**config.mk**
```make
export PLATFORM = sky130hd
export DESIGN_NAME = seg_scan_driver_flat
export DESIGN_NICKNAME = d
export VERILOG_FILES = /design/src/rtl/seg_scan_if.sv /design/src/rtl/seg_scan_driver.sv /design/src/flat_wrapper.sv
export SDC_FILE = /design/constraint.sdc
export NUM_CORES = 1
export LEC_CHECK = 0
export ABC_CLOCK_PERIOD_IN_PS = 5100
export CORE_MARGIN = 1
export CORE_UTILIZATION = 40
export DETAILED_ROUTE_END_ITERATION = 8
export DONT_BUFFER_PORTS = 1
export SYNTH_ARGS = -nofsm -noshare
export SYNTH_HDL_FRONTEND = slang
export SYNTH_SLANG_ARGS = --single-unit
```
**constraint.sdc**
```tcl
create_clock -name clk -period 5.1 [get_ports clk]
set_input_delay 0.51 -clock clk [delete_from_list [all_inputs] [get_ports clk]]
set_output_delay 0.51 -clock clk [all_outputs]
set_load 0.005 [all_outputs]
```
**src/rtl/seg_scan_if.sv**
```systemverilog
// Write-side bus of the multiplexed seven-segment driver: single-digit writes, bulk loads and blink mask.
// The blink_mask member exists only when SEG_BLINK_EN is defined.
interface seg_scan_if #(
  parameter int NUM_DIGITS = 4
) ();
  localparam int AW = $clog2(NUM_DIGITS);

  logic                    wr_en;
  logic [AW-1:0]           wr_addr;
  logic [4:0]              wr_code;
  logic                    wr_dp;
  logic                    load_all;
  logic [5*NUM_DIGITS-1:0] codes_in;
`ifdef SEG_BLINK_EN
  logic [NUM_DIGITS-1:0]   blink_mask;
`endif

  modport master (
    output wr_en, wr_addr, wr_code, wr_dp, load_all, codes_in
`ifdef SEG_BLINK_EN
    , blink_mask
`endif
  );

  modport slave (
    input wr_en, wr_addr, wr_code, wr_dp, load_all, codes_in
`ifdef SEG_BLINK_EN
    , blink_mask
`endif
  );
endinterface

```
**src/rtl/seg_scan_driver.sv**
```systemverilog
// seg_scan_driver: time-multiplexed N-digit seven-segment driver with an anti-ghosting blank at each slot start.
// Per-digit blinking (blink_mask, BLINK_DIV) is compiled in only when SEG_BLINK_EN is defined.
module seg_scan_driver #(
  parameter int NUM_DIGITS  = 4,
  parameter int REFRESH_DIV = 50000,
  parameter int BLANK_CYC   = 16
`ifdef SEG_BLINK_EN
  ,
  parameter int BLINK_DIV   = 64
`endif
) (
  input  logic                  clk,
  input  logic                  rst,
  input  logic                  enable,
  seg_scan_if.slave             bus,
  output logic [NUM_DIGITS-1:0] an_n,
  output logic [7:0]            seg_n,
  output logic                  frame_tick
);
  localparam int AW = $clog2(NUM_DIGITS);
  localparam int PW = $clog2(REFRESH_DIV);
  localparam logic [PW-1:0] PRES_LAST  = PW'(REFRESH_DIV - 1);
  localparam logic [PW-1:0] BLANK_END  = PW'(BLANK_CYC);
  localparam logic [AW-1:0] IDX_LAST   = AW'(NUM_DIGITS - 1);
  localparam logic [4:0]    CODE_BLANK = 5'd17;

  // Active-low {a,b,c,d,e,f,g}; unused codes fall back to the "0" pattern.
  function automatic logic [6:0] glyph(input logic [4:0] code);
    logic [6:0] g;
    case (code)
      5'd0:    g = 7'b0000001;
      5'd1:    g = 7'b1001111;
      5'd2:    g = 7'b0010010;
      5'd3:    g = 7'b0000110;
      5'd4:    g = 7'b1001100;
      5'd5:    g = 7'b0100100;
      5'd6:    g = 7'b0100000;
      5'd7:    g = 7'b0001111;
      5'd8:    g = 7'b0000000;
      5'd9:    g = 7'b0000100;
      5'd10:   g = 7'b0001000;
      5'd11:   g = 7'b1100000;
      5'd12:   g = 7'b0110001;
      5'd13:   g = 7'b1000010;
      5'd14:   g = 7'b0110000;
      5'd15:   g = 7'b0111000;
      5'd16:   g = 7'b1111110;
      5'd17:   g = 7'b1111111;
      5'd18:   g = 7'b0000001;
      5'd19:   g = 7'b0011000;
      5'd20:   g = 7'b0110000;
      5'd21:   g = 7'b1101010;
      5'd22:   g = 7'b0110001;
      5'd23:   g = 7'b1110001;
      5'd24:   g = 7'b0100100;
      5'd25:   g = 7'b1000010;
      5'd26:   g = 7'b1100011;
      5'd27:   g = 7'b1111010;
      default: g = 7'b0000001;
    endcase
    return g;
  endfunction

  logic [PW-1:0]         pres_reg, pres_next;
  logic [AW-1:0]         idx_reg, idx_next;
  logic                  frame_tick_reg, frame_tick_next;
  logic [4:0]            code_reg [NUM_DIGITS];
  logic [NUM_DIGITS-1:0] dp_reg;
  logic [NUM_DIGITS-1:0] wr_hit;
  logic [NUM_DIGITS-1:0] slot_sel;
  logic [4:0]            load_code [NUM_DIGITS];
  logic [4:0]            cur_code;
  logic                  cur_dp;
  logic [7:0]            seg_word;
  logic [NUM_DIGITS-1:0] an_reg, an_next;
  logic [7:0]            seg_reg, seg_next;

  // Address decode by equality with each digit index: out-of-range addresses hit nothing.
  for (genvar gi = 0; gi < NUM_DIGITS; gi++) begin : g_digit
    assign wr_hit[gi]    = bus.wr_en && (bus.wr_addr == AW'(gi));
    assign slot_sel[gi]  = (idx_reg == AW'(gi));
    assign load_code[gi] = bus.codes_in[5*gi +: 5];
  end

  // Scan counters
  always_comb begin
    pres_next       = pres_reg + PW'(1);
    idx_next        = idx_reg;
    frame_tick_next = 1'b0;
    if (pres_reg == PRES_LAST) begin
      pres_next = '0;
      if (idx_reg == IDX_LAST) begin
        idx_next        = '0;
        frame_tick_next = 1'b1;
      end else begin
        idx_next = idx_reg + AW'(1);
      end
    end
  end

  always_ff @(posedge clk) begin
    if (rst) begin
      pres_reg       <= '0;
      idx_reg        <= '0;
      frame_tick_reg <= 1'b0;
    end else begin
      pres_reg       <= pres_next;
      idx_reg        <= idx_next;
      frame_tick_reg <= frame_tick_next;
    end
  end

  // Digit storage; a bulk load overrides any concurrent single-digit write.
  always_ff @(posedge clk) begin
    if (rst) begin
      for (int i = 0; i < NUM_DIGITS; i++) code_reg[i] <= CODE_BLANK;
      dp_reg <= '0;
    end else if (bus.load_all) begin
      for (int i = 0; i < NUM_DIGITS; i++) code_reg[i] <= load_code[i];
      dp_reg <= '0;
    end else begin
      for (int i = 0; i < NUM_DIGITS; i++) begin
        if (wr_hit[i]) begin
          code_reg[i] <= bus.wr_code;
          dp_reg[i]   <= bus.wr_dp;
        end
      end
    end
  end

`ifdef SEG_BLINK_EN
  localparam int FW = (BLINK_DIV > 1) ? $clog2(BLINK_DIV) : 1;
  localparam logic [FW-1:0] FRAME_LAST = FW'(BLINK_DIV - 1);

  logic [FW-1:0] frame_cnt_reg, frame_cnt_next;
  logic          blink_phase_reg, blink_phase_next;
  logic          cur_blink;

  always_comb begin
    frame_cnt_next   = frame_cnt_reg;
    blink_phase_next = blink_phase_reg;
    if (frame_tick_next) begin
      if (frame_cnt_reg == FRAME_LAST) begin
        frame_cnt_next   = '0;
        blink_phase_next = ~blink_phase_reg;
      end else begin
        frame_cnt_next = frame_cnt_reg + FW'(1);
      end
    end
  end

  always_ff @(posedge clk) begin
    if (rst) begin
      frame_cnt_reg   <= '0;
      blink_phase_reg <= 1'b0;
    end else begin
      frame_cnt_reg   <= frame_cnt_next;
      blink_phase_reg <= blink_phase_next;
    end
  end
`endif

  // One-hot mux of the digit being scanned.
  always_comb begin
    cur_code = CODE_BLANK;
    cur_dp   = 1'b0;
`ifdef SEG_BLINK_EN
    cur_blink = 1'b0;
`endif
    for (int i = 0; i < NUM_DIGITS; i++) begin
      if (slot_sel[i]) begin
        cur_code = code_reg[i];
        cur_dp   = dp_reg[i];
`ifdef SEG_BLINK_EN
        cur_blink = bus.blink_mask[i];
`endif
      end
    end
  end

  always_comb begin
    seg_word = {~cur_dp, glyph(cur_code)};
`ifdef SEG_BLINK_EN
    if (blink_phase_reg && cur_blink) seg_word = 8'hFF;
`endif
    an_next  = '1;
    seg_next = 8'hFF;
    if (enable) begin
      seg_next = seg_word;
      // Anodes stay off at the start of each slot so the previous digit's segments can discharge.
      if (pres_reg >= BLANK_END) an_next = ~slot_sel;
    end
  end

  always_ff @(posedge clk) begin
    if (rst) begin
      an_reg  <= '1;
      seg_reg <= 8'hFF;
    end else begin
      an_reg  <= an_next;
      seg_reg <= seg_next;
    end
  end

  assign an_n       = an_reg;
  assign seg_n      = seg_reg;
  assign frame_tick = frame_tick_reg;
endmodule
```
**src/flat_wrapper.sv**
```systemverilog
// flat-port wrapper written by rule: the top's interface ports become plain ports
module seg_scan_driver_flat 
#(
  parameter int NUM_DIGITS  = 4,
  parameter int REFRESH_DIV = 50000,
  parameter int BLANK_CYC   = 16

)
  (clk, rst, enable, an_n, seg_n, frame_tick, bus_wr_en, bus_wr_addr, bus_wr_code, bus_wr_dp, bus_load_all, bus_codes_in);
  seg_scan_if #(.NUM_DIGITS(NUM_DIGITS)) bus_i ();
  input  logic clk;
  input  logic rst;
  input  logic enable;
  output logic [NUM_DIGITS-1:0] an_n;
  output logic [7:0] seg_n;
  output logic frame_tick;
  input wire logic [$bits(bus_i.wr_en)-1:0] bus_wr_en;
  input wire logic [$bits(bus_i.wr_addr)-1:0] bus_wr_addr;
  input wire logic [$bits(bus_i.wr_code)-1:0] bus_wr_code;
  input wire logic [$bits(bus_i.wr_dp)-1:0] bus_wr_dp;
  input wire logic [$bits(bus_i.load_all)-1:0] bus_load_all;
  input wire logic [$bits(bus_i.codes_in)-1:0] bus_codes_in;
  assign bus_i.wr_en = bus_wr_en;
  assign bus_i.wr_addr = bus_wr_addr;
  assign bus_i.wr_code = bus_wr_code;
  assign bus_i.wr_dp = bus_wr_dp;
  assign bus_i.load_all = bus_load_all;
  assign bus_i.codes_in = bus_codes_in;
  seg_scan_driver #(.NUM_DIGITS(NUM_DIGITS), .REFRESH_DIV(REFRESH_DIV), .BLANK_CYC(BLANK_CYC)) u_core (.clk(clk), .rst(rst), .enable(enable), .bus(bus_i), .an_n(an_n), .seg_n(seg_n), .frame_tick(frame_tick));
endmodule
```
# Word-level counts from Yosys, hierarchy flattened
# Memory sizes are Yosys's and may differ from the RTL's. A register that Yosys moved wholly into a read port is not among the register bits.
# Cells that the tools add are included.
# Widths: inputs -> output; s select.
# op_classes
n_addsub	2
n_lt_le_gt_ge	1
eq_ne	7
mux	39
n_bitwise	13
n_reduce_logical	11
# ops
cell	n
$mux 5	12
$mux 1	26
$add 16x1->16 const B	1
$eq 16x16->1 const B	1
$ge 16x5->1 const B	1
$eq 2x2->1 const B	4
$or 1x1->1	8
$reduce_or 2->1	4
$eq 2x1->1 const B	2
$logic_and 1x1->1	4
$logic_not 2->1	2
$not 1->1	4
$not 4->4	1
$reduce_or 3->1	1
$add 2x1->2 const B	1
$mux 2	1
# word_totals
regBits	35
mem_bits_rw	20
romBits	224
inputBits	33
output_inout_bits	13
word_cells	84
n_memories	2
# mem_list
memory	words	word_bits	read_ports	rd_clocked_by_memory_dff	write_ports	line_no	source
(no name shown)	32	7	1	1	0	seg_scan_driver.sv:30	case (code)
u_core.code_reg	4	5	4	0	4	seg_scan_driver.sv:67	logic [4:0] code_reg [NUM_DIGITS];

# Longest topological paths before layout
# Gate-level depths: netlist (run 1).
# logic_depth
ltp_word	7
ltp_mapped	13

# Worst setup path after synthesis (run 1)
# No wires, ideal clock.
# synth_path
path_kind	reg-to-reg
startpoint	reg u_core.idx_reg[1]
endpoint	reg u_core.seg_reg[3] (netlist: u_core.seg_n[3])
setup_time_ps	132
arrival_ps	2427
t_required_ps	4968
path_slack_ps	2540
path_stages_with_launch	13
path_buffers	2
cell_sequence	dfxtp_1 > inv_1 > ha_1 > buf_2 > nand2b_1 > o221a_2 > or2_2 > clkbuf_1 > ha_1 > nor3_1 > a221oi_1 > nor3_1 > a22oi_1
# synth_via
elab_chain_len	5
# synth_rtl
element	line_no	source
from (decl)	seg_scan_driver.sv:65	logic [AW-1:0] idx_reg, idx_next;
from (signal assigned)	seg_scan_driver.sv:108	idx_reg <= idx_next;
$logic_not 2->1	seg_scan_driver.sv:81	assign slot_sel[gi] = (idx_reg == AW'(gi));
$mux 5 (3 in series)	seg_scan_driver.sv:171	if (slot_sel[i]) begin
$mux 5 *	seg_scan_driver.sv:171	
to (decl)	seg_scan_driver.sv:76	logic [7:0] seg_reg, seg_next;
# Mark *: on every way between the ends. The rest lies on a longest branch, timed or not.
# A chain may end at the register's enable or synchronous reset.

# Final worst setup path (run 1)
# Ends and elaborated chain as after synthesis.

==> results of run 1 <==
==> power by group through the flow <==
stage / sequential (mW) / combinational [mW] / clock, mW
3_5_place_dp: 0.501 / 0.109 / 0
4_1_cts: 0.490 / 0.110 / 0.249
2_1_floorplan: 0.497 / 0.0912 / 0
5_1_grt: 0.493 / 0.126 / 0.267
3_3_place_gp: 0.501 / 0.109 / 0
6_report: 0.490 / 0.110 / 0.244
==> path summary, 6_finish.rpt <==
| path | startpoint | slack (ns) | depth (start not counted) | to |
|---|---|---|---|---|
| setup / recovery | u_core.idx_reg[1]$_SDFFE_PP0N_ | 2.29 | 10 | u_core.seg_n[3]$_SDFF_PP1_ |
| hold / removal | rst | 0.25 | 1 | u_core.idx_reg[1]$_SDFFE_PP0N_ |
| hold reg to reg | u_core.pres_reg[0]$_SDFF_PP0_ | 0.47 | 1 | u_core.pres_reg[0]$_SDFF_PP0_ |
| setup reg to reg | u_core.idx_reg[1]$_SDFFE_PP0N_ | 2.29 | 10 | u_core.seg_n[3]$_SDFF_PP1_ |
==> cell families after synthesis <==
kind of cell,count (synthesis),synth area share [%]
flops,55,43.8
xor+xnor,15,4.42
fa+ha+maj,13,5.47
mux,13,4.42
buf+inv,28,3.96
compound gates,54,13.8
simple gates,140,24.1
==> layout make-up <==
type,count,share of cell area [%]
clock buffers,6,2.33
flip-flops and latches,55,41.8
multi-input cells,235,49.8
clock inverters,2,0.402
well taps,99,3.98
inverters,14,1.69
==> stage by stage <==
| step | cell area, um^2 | hold slack, ns | worst slack [ns] | utilization, % | power (mW) |
|---|---|---|---|---|---|
| 2_1_floorplan | 2970 | 0.425 | 2.54 | - | 0.588 |
| 3_3_place_gp | 3030 | 0.442 | 2.47 | 42.0 | 0.610 |
| 3_5_place_dp | 3030 | 0.452 | 2.35 | 42.0 | 0.609 |
| 4_1_cts | 3120 | 0.246 | 2.32 | 43.2 | 0.849 |
| 5_1_grt | 3120 | 0.238 | 2.05 | 43.2 | 0.885 |
| 6_report | 3120 | 0.251 | 2.29 | 43.2 | 0.845 |
==> placed cells by master (no fill, tap or decap), types with 8 or more instances in the layout <==
cell	count
a21oi_1	9
a22o_1	8
dfxtp_1	35
edfxtp_1	20
ha_1	13
inv_1	14
mux2i_1	12
nand2_1	35
nand3_1	11
nor2_1	39
nor3_1	9
xor2_1	8
==> worst register-to-register path, cell delays in order, from the launching register on <==
cell	delay, ns
dfxtp_1	0.40
inv_1	0.08
ha_1	0.29
nand2b_1	0.22
o221a_2	0.27
or2_2	0.35
ha_1	0.27
nor3_1	0.31
a221oi_1	0.12
nor3_1	0.25
a22oi_1	0.13
==> metal layers <==
layer,global-route usage (%),routed length (um),up-vias
met4,5.87,139,0
met2,28.5,2920,88
met3,3.77,387,12
met1,23.5,2930,1045
li1,-,-,1114
met5,0,0,-
==> flow_metrics.py, run 1 <==
metrics = {
    "setup_path": {
        "startpoint_type": "flop",
        "required_ns": 5.30,
        "critPathTopFamily": "simple AND/OR/NAND/NOR gates",
        "critical_path.max_stage_delay_ns": 0.40,
        "crit_chain": "inv_1, ha_1, nand2b_1, o221a_2, or2_2, ha_1, nor3_1, a221oi_1, nor3_1, a22oi_1",
        "path_max_fanout": 10,
        "cp.buffers_inverters": 1,
        "critPathKind": "flop to flop",
        "end_kind": "flop",
        "worstPathArrival_ns": 3.01,
        "slowest_stage": "dfxtp_1",
    },
    "detailed_routing": {
        "drt_iter0_drc": 204,
        "post_drt_via_cell_ratio": 5.50,
        "routed_wl_um": 6380,
        "vias": 2259,
        "wl_per_cell_um": 15.5,
        "dr.pass1.iters": 4,
        "drc": 0,
        "detail-route-antenna-nets": 0,
    },
    "synth": {
        "avgSynthCellArea_um2": 9.34,
        "yosysWarnings": 0,
        "ys_async_sr_fraction_pct": 0,
        "synth_cell_types": 53,
        "yosys-top-cells-area": "dfxtp_1, edfxtp_1, ha_1",
        "syn_area_mm2": 0.00297,
        "yosysTopAreaCellShare_pct": 23.6,
        "post-synth-top-count-cell": "nor2_1",
        "synthTopCellsByCount": "nor2_1, dfxtp_1, nand2_1",
        "synth_seq_cells": 55,
        "ys_seq_area_share_pct": 43.8,
        "syn_nets": 364,
        "synth-main-ff-cell": "dfxtp_1",
        "yosysTopAreaCell": "dfxtp_1",
        "netlist_instances": 318,
        "synth_edf_count": 20,
    },
    "finish": {
        "fill_cells": 753,
        "syn2layout_area_growth_pct": 4.84,
        "multi_input_area_mm2": 0.00155,
        "largest_reg_flops": 20,
        "nets": 357,
        "seqCellArea_mm2": 0.00130,
        "layout.cells.non_filler": 411,
        "diodes": 0,
        "drive_gt1_share_pct": 6.41,
    },
    "grt": {
        "grt_remaining_overflow": 0,
        "grt_pass1_wl_um": 10500,
        "grt_max_degree": 18,
        "grt_pass1_vias": 2162,
        "grt_usage_pct": 17.7,
        "antenna_found_initial": 0,
    },
    "clocking": {
        "ctsResizeCount": 0,
        "cts.hold.buffers_added": 0,
        "cts-root-buf": "clkbuf_8",
        "cts_buffers": 5,
        "postCtsSetupRepairBufs": 0,
        "clkTransAtPathRegs_ns": 0.11,
        "cts_max_path_buffers": 2,
        "htreeDepth": 2,
        "clock_sinks": 55,
        "clk_latency_ns": 0.31,
        "cts_tree": "built",
    },
    "floorplanning": {
        "start_util_pct": 41.2,
        "chipHeight_um": 88.2,
        "die_w_um": 88.2,
        "core-area_mm2": 0.00721,
        "io_pins": 46,
        "die_area_mm2": 0.00778,
        "row_count": 31,
    },
    "power": {
        "p_int_mw": 0.622,
        "pwr-share-comb_pct": 13.1,
        "power_density_mw_per_mm2": 271,
        "peakVddDrop_uv": 121,
        "swShare_pct": 26.4,
        "pwr-share-seq_pct": 58.0,
        "p_switching_mw": 0.223,
        "p_leak_nw": 1.14,
        "clkPwrFrac_pct": 28.9,
    },
    "timing": {
        "fmax_mhz": 355,
        "finalHoldViolCount": 0,
        "slew_violations": 0,
        "tns_ns": 0,
        "worst_pin_slew_ns": 0.878,
        "finalCritPeriodShare_pct": 55.2,
        "fin_skew_ns": 0.0109,
        "slew_headroom_pct": 41.1,
        "rsz0062_at_grt": "no",
        "setup_violations": 0,
        "layout_min_cycle_time_ns": 2.81,
    },
    "placed_design": {
        "gp_congestion": 0.805,
        "port_buffers": 0,
        "placed_cells": 403,
        "hpwl_um": 4790,
    },
    "hold_path": {
        "holdCritPathClass": "primary input to flop",
    },
    "run": {
        "cap_violations": 0,
    },
    "outcome": {
        "outcome": "finished clean",
    },
}
Power figures use the tool's default switching activity.
==> run 2: changes to the inputs <==
- ABC_CLOCK_PERIOD_IN_PS: 5100 -> 2400
- clock period: 5.1 -> 2.4 ns (I/O delays scaled with it)
==> flow_metrics.py, run 2 (synthesis results as in run 1) <==
metrics = {
    "outcome": {
        "outcome": "finished clean",
    },
    "power": {
        "total_power_mw": 1.90,
        "power_density_mw_per_mm2": 561,
        "pwr-share-seq_pct": 54.6,
        "pwr-share-comb_pct": 14.9,
        "p_int_mw": 1.42,
        "peakVddDrop_uv": 229,
        "swShare_pct": 25.4,
        "clkPwrFrac_pct": 30.4,
        "p_switching_mw": 0.483,
        "p_leak_nw": 1.27,
    },
    "finish": {
        "drive_gt1_share_pct": 18.0,
        "largest_reg_flops": 20,
        "diodes": 0,
        "fill_cells": 696,
        "final_common_cell": "nor2_1",
        "nets": 378,
        "syn2layout_area_growth_pct": 14.3,
        "layout_common_cells": "nor2_1, nand2_1, dfxtp_1, buf_4, edfxtp_1",
    },
    "timing": {
        "finalCritPeriodShare_pct": 97.1,
        "fin_skew_ns": 0.00838,
        "worst_pin_slew_ns": 0.571,
        "finalHoldViolCount": 0,
        "setup_violations": 0,
        "slew_violations": 0,
        "rsz0062_at_grt": "yes",
        "slew_headroom_pct": 61.9,
        "timing.final.ws_setup_ns": 0.0694,
        "fmax_mhz": 429,
        "layout_min_cycle_time_ns": 2.33,
        "tns_ns": 0,
    },
    "grt": {
        "grt_pass1_wl_um": 10900,
        "grt_usage_pct": 18.3,
        "antenna_found_initial": 0,
        "grt_remaining_overflow": 0,
        "grt_max_degree": 18,
        "grt_pass1_vias": 2269,
    },
    "setup_path": {
        "required_ns": 2.59,
        "startpoint_type": "flop",
        "path_max_fanout": 6,
        "worstPathArrival_ns": 2.52,
        "critPathKind": "flop to flop",
        "end_kind": "flop",
    },
    "detailed_routing": {
        "detail-route-antenna-nets": 0,
        "vias": 2259,
        "routed_wl_um": 6630,
        "wl_per_cell_um": 15.3,
        "dr.pass1.iters": 4,
        "post_drt_via_cell_ratio": 5.23,
        "drc": 0,
        "drt_iter0_drc": 128,
    },
    "floorplanning": {
        "chipHeight_um": 88.2,
        "die_w_um": 88.2,
        "row_count": 31,
        "die_area_mm2": 0.00778,
        "core-area_mm2": 0.00721,
        "io_pins": 46,
        "start_util_pct": 41.2,
    },
    "clocking": {
        "clock_sinks": 55,
        "clkTransAtPathRegs_ns": 0.10,
        "cts_buffers": 5,
        "cts_max_path_buffers": 2,
        "clk_latency_ns": 0.31,
        "cts_tree": "built",
        "htreeDepth": 2,
        "cts-root-buf": "clkbuf_8",
    },
    "run": {
        "cap_violations": 0,
    },
    "placed_design": {
        "hpwl_um": 5140,
        "post-place-ws_ns": -0.100,
        "gp_congestion": 0.909,
        "port_buffers": 0,
    },
    "hold_path": {
        "holdCritPathClass": "primary input to flop",
    },
}
run 2: changes by cell type in the layout (fill, tap and decap cells not counted), moves of 2 or more:
cell and change:
buf_4 +20, dfxtp_1 -2, nor3_2 +2, ha_2 +5
ha_4 +2, nor3_1 -2, ha_1 -7
run 2: worst paths after layout:
| check | startpoint | end | slack [ns] | cells after the start |
|---|---|---|---|---|
| worst max-delay path | u_core.idx_reg[1]$_SDFFE_PP0N_ | u_core.seg_n[6]$_SDFF_PP1_ | 0.07 | 10 |
| worst min-delay path | bus_wr_dp | u_core.dp_reg[1]$_SDFFE_PP0N_ | 0.07 | 2 |
| worst max register to register | u_core.idx_reg[1]$_SDFFE_PP0N_ | u_core.seg_n[6]$_SDFF_PP1_ | 0.07 | 10 |
| worst min register to register | u_core.pres_reg[0]$_SDFF_PP0_ | u_core.pres_reg[0]$_SDFF_PP0_ | 0.48 | 1 |
run 2: critical path, stage by stage, from the launching register on:
cell and delay [ns]:
dfxtp_4 0.39, inv_1 0.07, ha_2 0.20, nand2b_4 0.15, o211ai_1 0.24, and2_4 0.23, inv_1 0.12, ha_1 0.23
or3_1 0.38, o311ai_0 0.11, a32oi_1 0.10
run 2: area by class of cell:
class                   instances  area [um^2]  share of cell area [%]
inverters                      14         55.1                    1.62
flip-flops and latches         55         1310                    38.5
clock buffers                   7         97.6                    2.87
repair buffers                 21          160                    4.72
clock inverters                 1         8.76                   0.258
multi-input cells             235         1640                    48.4
well taps                      99          124                    3.65
run 2: power by group through the flow:
| stage | clock network [mW] | logic (mW) | registers [mW] |
|---|---|---|---|
| after global placement | 0 | 0.264 | 1.06 |
| after global routing | 0.642 | 0.315 | 1.05 |
| after detailed placement | 0 | 0.263 | 1.06 |
| final | 0.580 | 0.284 | 1.04 |
| after CTS | 0.607 | 0.274 | 1.04 |
| after floorplan | 0 | 0.198 | 1.06 |
run 2: timing repair:
item	4_1_cts	5_1_grt
endpoints found under the setup margin	4	7
gates resized for setup	5	15
setup buffers	0	1
pin swaps	1	1
hold buffers	1	0
hold endpoints to repair	4	0
run 2: per-layer routing:
metal	track usage, %	part of all wire [%]
met3	3.86	5.2
met2	29.7	46
met5	0	0
met4	6.01	2.1
met1	24.3	47
run 2: per-stage QoR:
stage / hold WS [ns] / area, um^2 / util, % / cells
after floorplan: 0.338 / 3000 / - / 318
after global placement: 0.307 / 3190 / 44.2 / 422
after detailed placement: 0.314 / 3190 / 44.2 / 422
after CTS: 0.0664 / 3320 / 46.0 / 431
after global routing: 0.0702 / 3400 / 47.1 / 432
final: 0.0742 / 3400 / 47.1 / 432
==> run 3: changes to the inputs <==
- ABC_AREA: not set -> 1
==> flow_metrics.py, run 3 <==
metrics = {
    "setup_path": {
        "slowest_stage": "dfxtp_1",
        "path_max_fanout": 10,
        "worstPathArrival_ns": 2.33,
        "critPathTopFamily": "simple AND/OR/NAND/NOR gates",
        "required_ns": 2.59,
        "critPathKind": "flop to flop",
        "end_kind": "flop",
        "cp.buffers_inverters": 4,
        "critical_path.max_stage_delay_ns": 0.38,
        "crit_chain": "inv_1, ha_2, inv_6, nor2_1, nor2_1, nand2_1, nand2_2, inv_1, ha_1, inv_1, nand3_1, nand3_2, nand3_1, nand2_1, nand2_1",
        "startpoint_type": "flop",
        "r2r_setup_slack_ns": 0.26,
    },
    "detailed_routing": {
        "vias": 2558,
        "routed_wl_um": 6600,
        "detail-route-antenna-nets": 0,
        "drt_iter0_drc": 84,
        "dr.pass1.iters": 4,
        "drc": 0,
        "post_drt_via_cell_ratio": 4.93,
        "wl_per_cell_um": 12.7,
    },
    "placed_design": {
        "post-place-ws_ns": 0.173,
        "port_buffers": 0,
        "placed_cells": 510,
        "hpwl_um": 5110,
        "gp_congestion": 0.871,
    },
    "clocking": {
        "cts_max_path_buffers": 2,
        "htreeDepth": 2,
        "cts_tree": "built",
        "cts_buffers": 5,
        "cts-root-buf": "clkbuf_8",
        "clock_sinks": 55,
        "clkTransAtPathRegs_ns": 0.11,
        "postCtsSetupRepairBufs": 0,
        "clk_latency_ns": 0.31,
    },
    "synth": {
        "avgSynthCellArea_um2": 7.72,
        "yosysTopAreaCell": "dfxtp_1",
        "syn_area_mm2": 0.00316,
        "yosysTopAreaCellShare_pct": 22.2,
        "synth_edf_count": 20,
        "ys_seq_area_share_pct": 41.2,
        "synthTopCellsByCount": "nand2_1, inv_1, nor2_1",
        "ys_async_sr_fraction_pct": 0,
        "yosys-top-cells-area": "dfxtp_1, edfxtp_1, nand2_1",
        "syn_nets": 455,
        "synth_seq_cells": 55,
        "synth-main-ff-cell": "dfxtp_1",
        "netlist_instances": 409,
        "yosysWarnings": 0,
        "synth_cell_types": 41,
        "post-synth-top-count-cell": "nand2_1",
    },
    "grt": {
        "grt_usage_pct": 17.0,
        "grt_pass1_vias": 2388,
        "antenna_found_initial": 0,
        "grt_max_degree": 19,
        "grt_pass1_wl_um": 11300,
        "grt_remaining_overflow": 0,
    },
    "power": {
        "clkPwrFrac_pct": 28.6,
        "swShare_pct": 28.1,
        "pwr-share-comb_pct": 14.6,
        "p_int_mw": 1.32,
        "pwr-share-seq_pct": 56.8,
        "p_switching_mw": 0.515,
        "power_density_mw_per_mm2": 543,
        "p_leak_nw": 1.41,
        "peakVddDrop_uv": 216,
    },
    "finish": {
        "layout_common_cells": "nand2_1, inv_1, nor2_1, nand3_1, dfxtp_1",
        "nets": 462,
        "largest_reg_flops": 20,
        "diodes": 0,
        "multi_input_area_mm2": 0.00160,
        "fill_cells": 817,
        "syn2layout_area_growth_pct": 6.98,
        "seqCellArea_mm2": 0.00130,
        "layout.cells.non_filler": 519,
        "final_common_cell": "nand2_1",
        "drive_gt1_share_pct": 13.4,
    },
    "timing": {
        "layout_min_cycle_time_ns": 2.14,
        "timing.final.ws_setup_ns": 0.262,
        "setup_violations": 0,
        "finalHoldViolCount": 0,
        "slew_headroom_pct": 75.5,
        "finalCritPeriodShare_pct": 89.1,
        "worst_pin_slew_ns": 0.363,
        "rsz0062_at_grt": "no",
        "slew_violations": 0,
        "fin_skew_ns": 0.00953,
        "tns_ns": 0,
        "whs_ns": 0.105,
        "fmax_mhz": 468,
    },
    "floorplanning": {
        "die_area_mm2": 0.00825,
        "row_count": 32,
        "die_w_um": 90.8,
        "start_util_pct": 41.1,
        "io_pins": 46,
        "core-area_mm2": 0.00769,
        "chipHeight_um": 90.8,
    },
    "hold_path": {
        "holdCritPathClass": "primary input to flop",
    },
    "run": {
        "cap_violations": 0,
    },
    "outcome": {
        "outcome": "finished clean",
    },
}
==> run 3: changes by cell type in the layout (fill, tap and decap cells not counted), moves of 7 or more <==
cell / change
mux2i_1: -12
nand2_1: +62
a22o_1: -8
inv_1: +31
xnor2_1: -7
a21oi_1: +11
buf_4: -12
nand2_2: +8
xor2_1: -8
nand3_1: +26
o21ai_0: +12
nor2_2: +7
==> run 3: per-layer routing <==
layer | GRT usage (%) | up-vias | part of all wire (%)
met5 | 0 | - | 0
met4 | 3.17 | 0 | 0.53
met3 | 2.78 | 2 | 4.2
met2 | 28.0 | 67 | 45
met1 | 23.5 | 1126 | 50
li1 | - | 1363 | -
==> run 3: power groups by stage <==
stage | Clock (mW) | Sequential (mW) | Combinational, mW
finish | 0.524 | 1.04 | 0.268
CTS | 0.543 | 1.04 | 0.268
global route | 0.578 | 1.05 | 0.314
detailed placement | 0 | 1.06 | 0.265
floorplan | 0 | 1.06 | 0.219
global placement | 0 | 1.06 | 0.263
==> run 3: repair_timing <==
action / 4_1_cts / 5_1_grt
endpoints found under the setup margin: 0 / 7
hold buffers: 1 / 0
gates resized for setup: 0 / 2
endpoints found under the hold margin: 1 / 0
==> run 3: worst paths after layout <==
path | from | endpoint | cells past startpoint
max reg2reg | u_core.idx_reg[0]$_SDFFE_PP0N_ | u_core.seg_n[3]$_SDFF_PP1_ | 15
min reg2reg | u_core.dp_reg[3]$_SDFFE_PP0N_ | u_core.seg_n[7]$_SDFF_PP1_ | 1
min | bus_wr_dp | u_core.dp_reg[2]$_SDFFE_PP0N_ | 2
max | u_core.idx_reg[0]$_SDFFE_PP0N_ | u_core.seg_n[3]$_SDFF_PP1_ | 15
==> run 3: layout make-up <==
cell class,count,area share [%]
clock buffer,5,2.04
inverter,48,5.56
clock inverter,3,0.704
multi-input combinational,297,47.3
timing repair buffer,9,2.07
tap,102,3.78
sequential,55,38.5
==> run 3: cells by family (layout without fill, tap and decap cells) <==
family / count (synthesis) / after routing / share of synthesized area (%)
AOI/OAI and AO/OA: 61 / 61 / 11.2
buffers and inverters: 57 / 65 / 8.32
adders and majority gates: 13 / 13 / 5.15
DFF: 55 / 55 / 41.2
and+or+nand+nor: 223 / 223 / 34.1
==> run 3: metrics by stage <==
step	instance area (um^2)	power [mW]	util, %
after detailed placement	3270	1.33	42.5
after floorplan	3160	1.27	-
after global routing	3380	1.94	43.9
final	3380	1.83	43.9
after CTS	3370	1.85	43.9
after global placement	3270	1.33	42.5
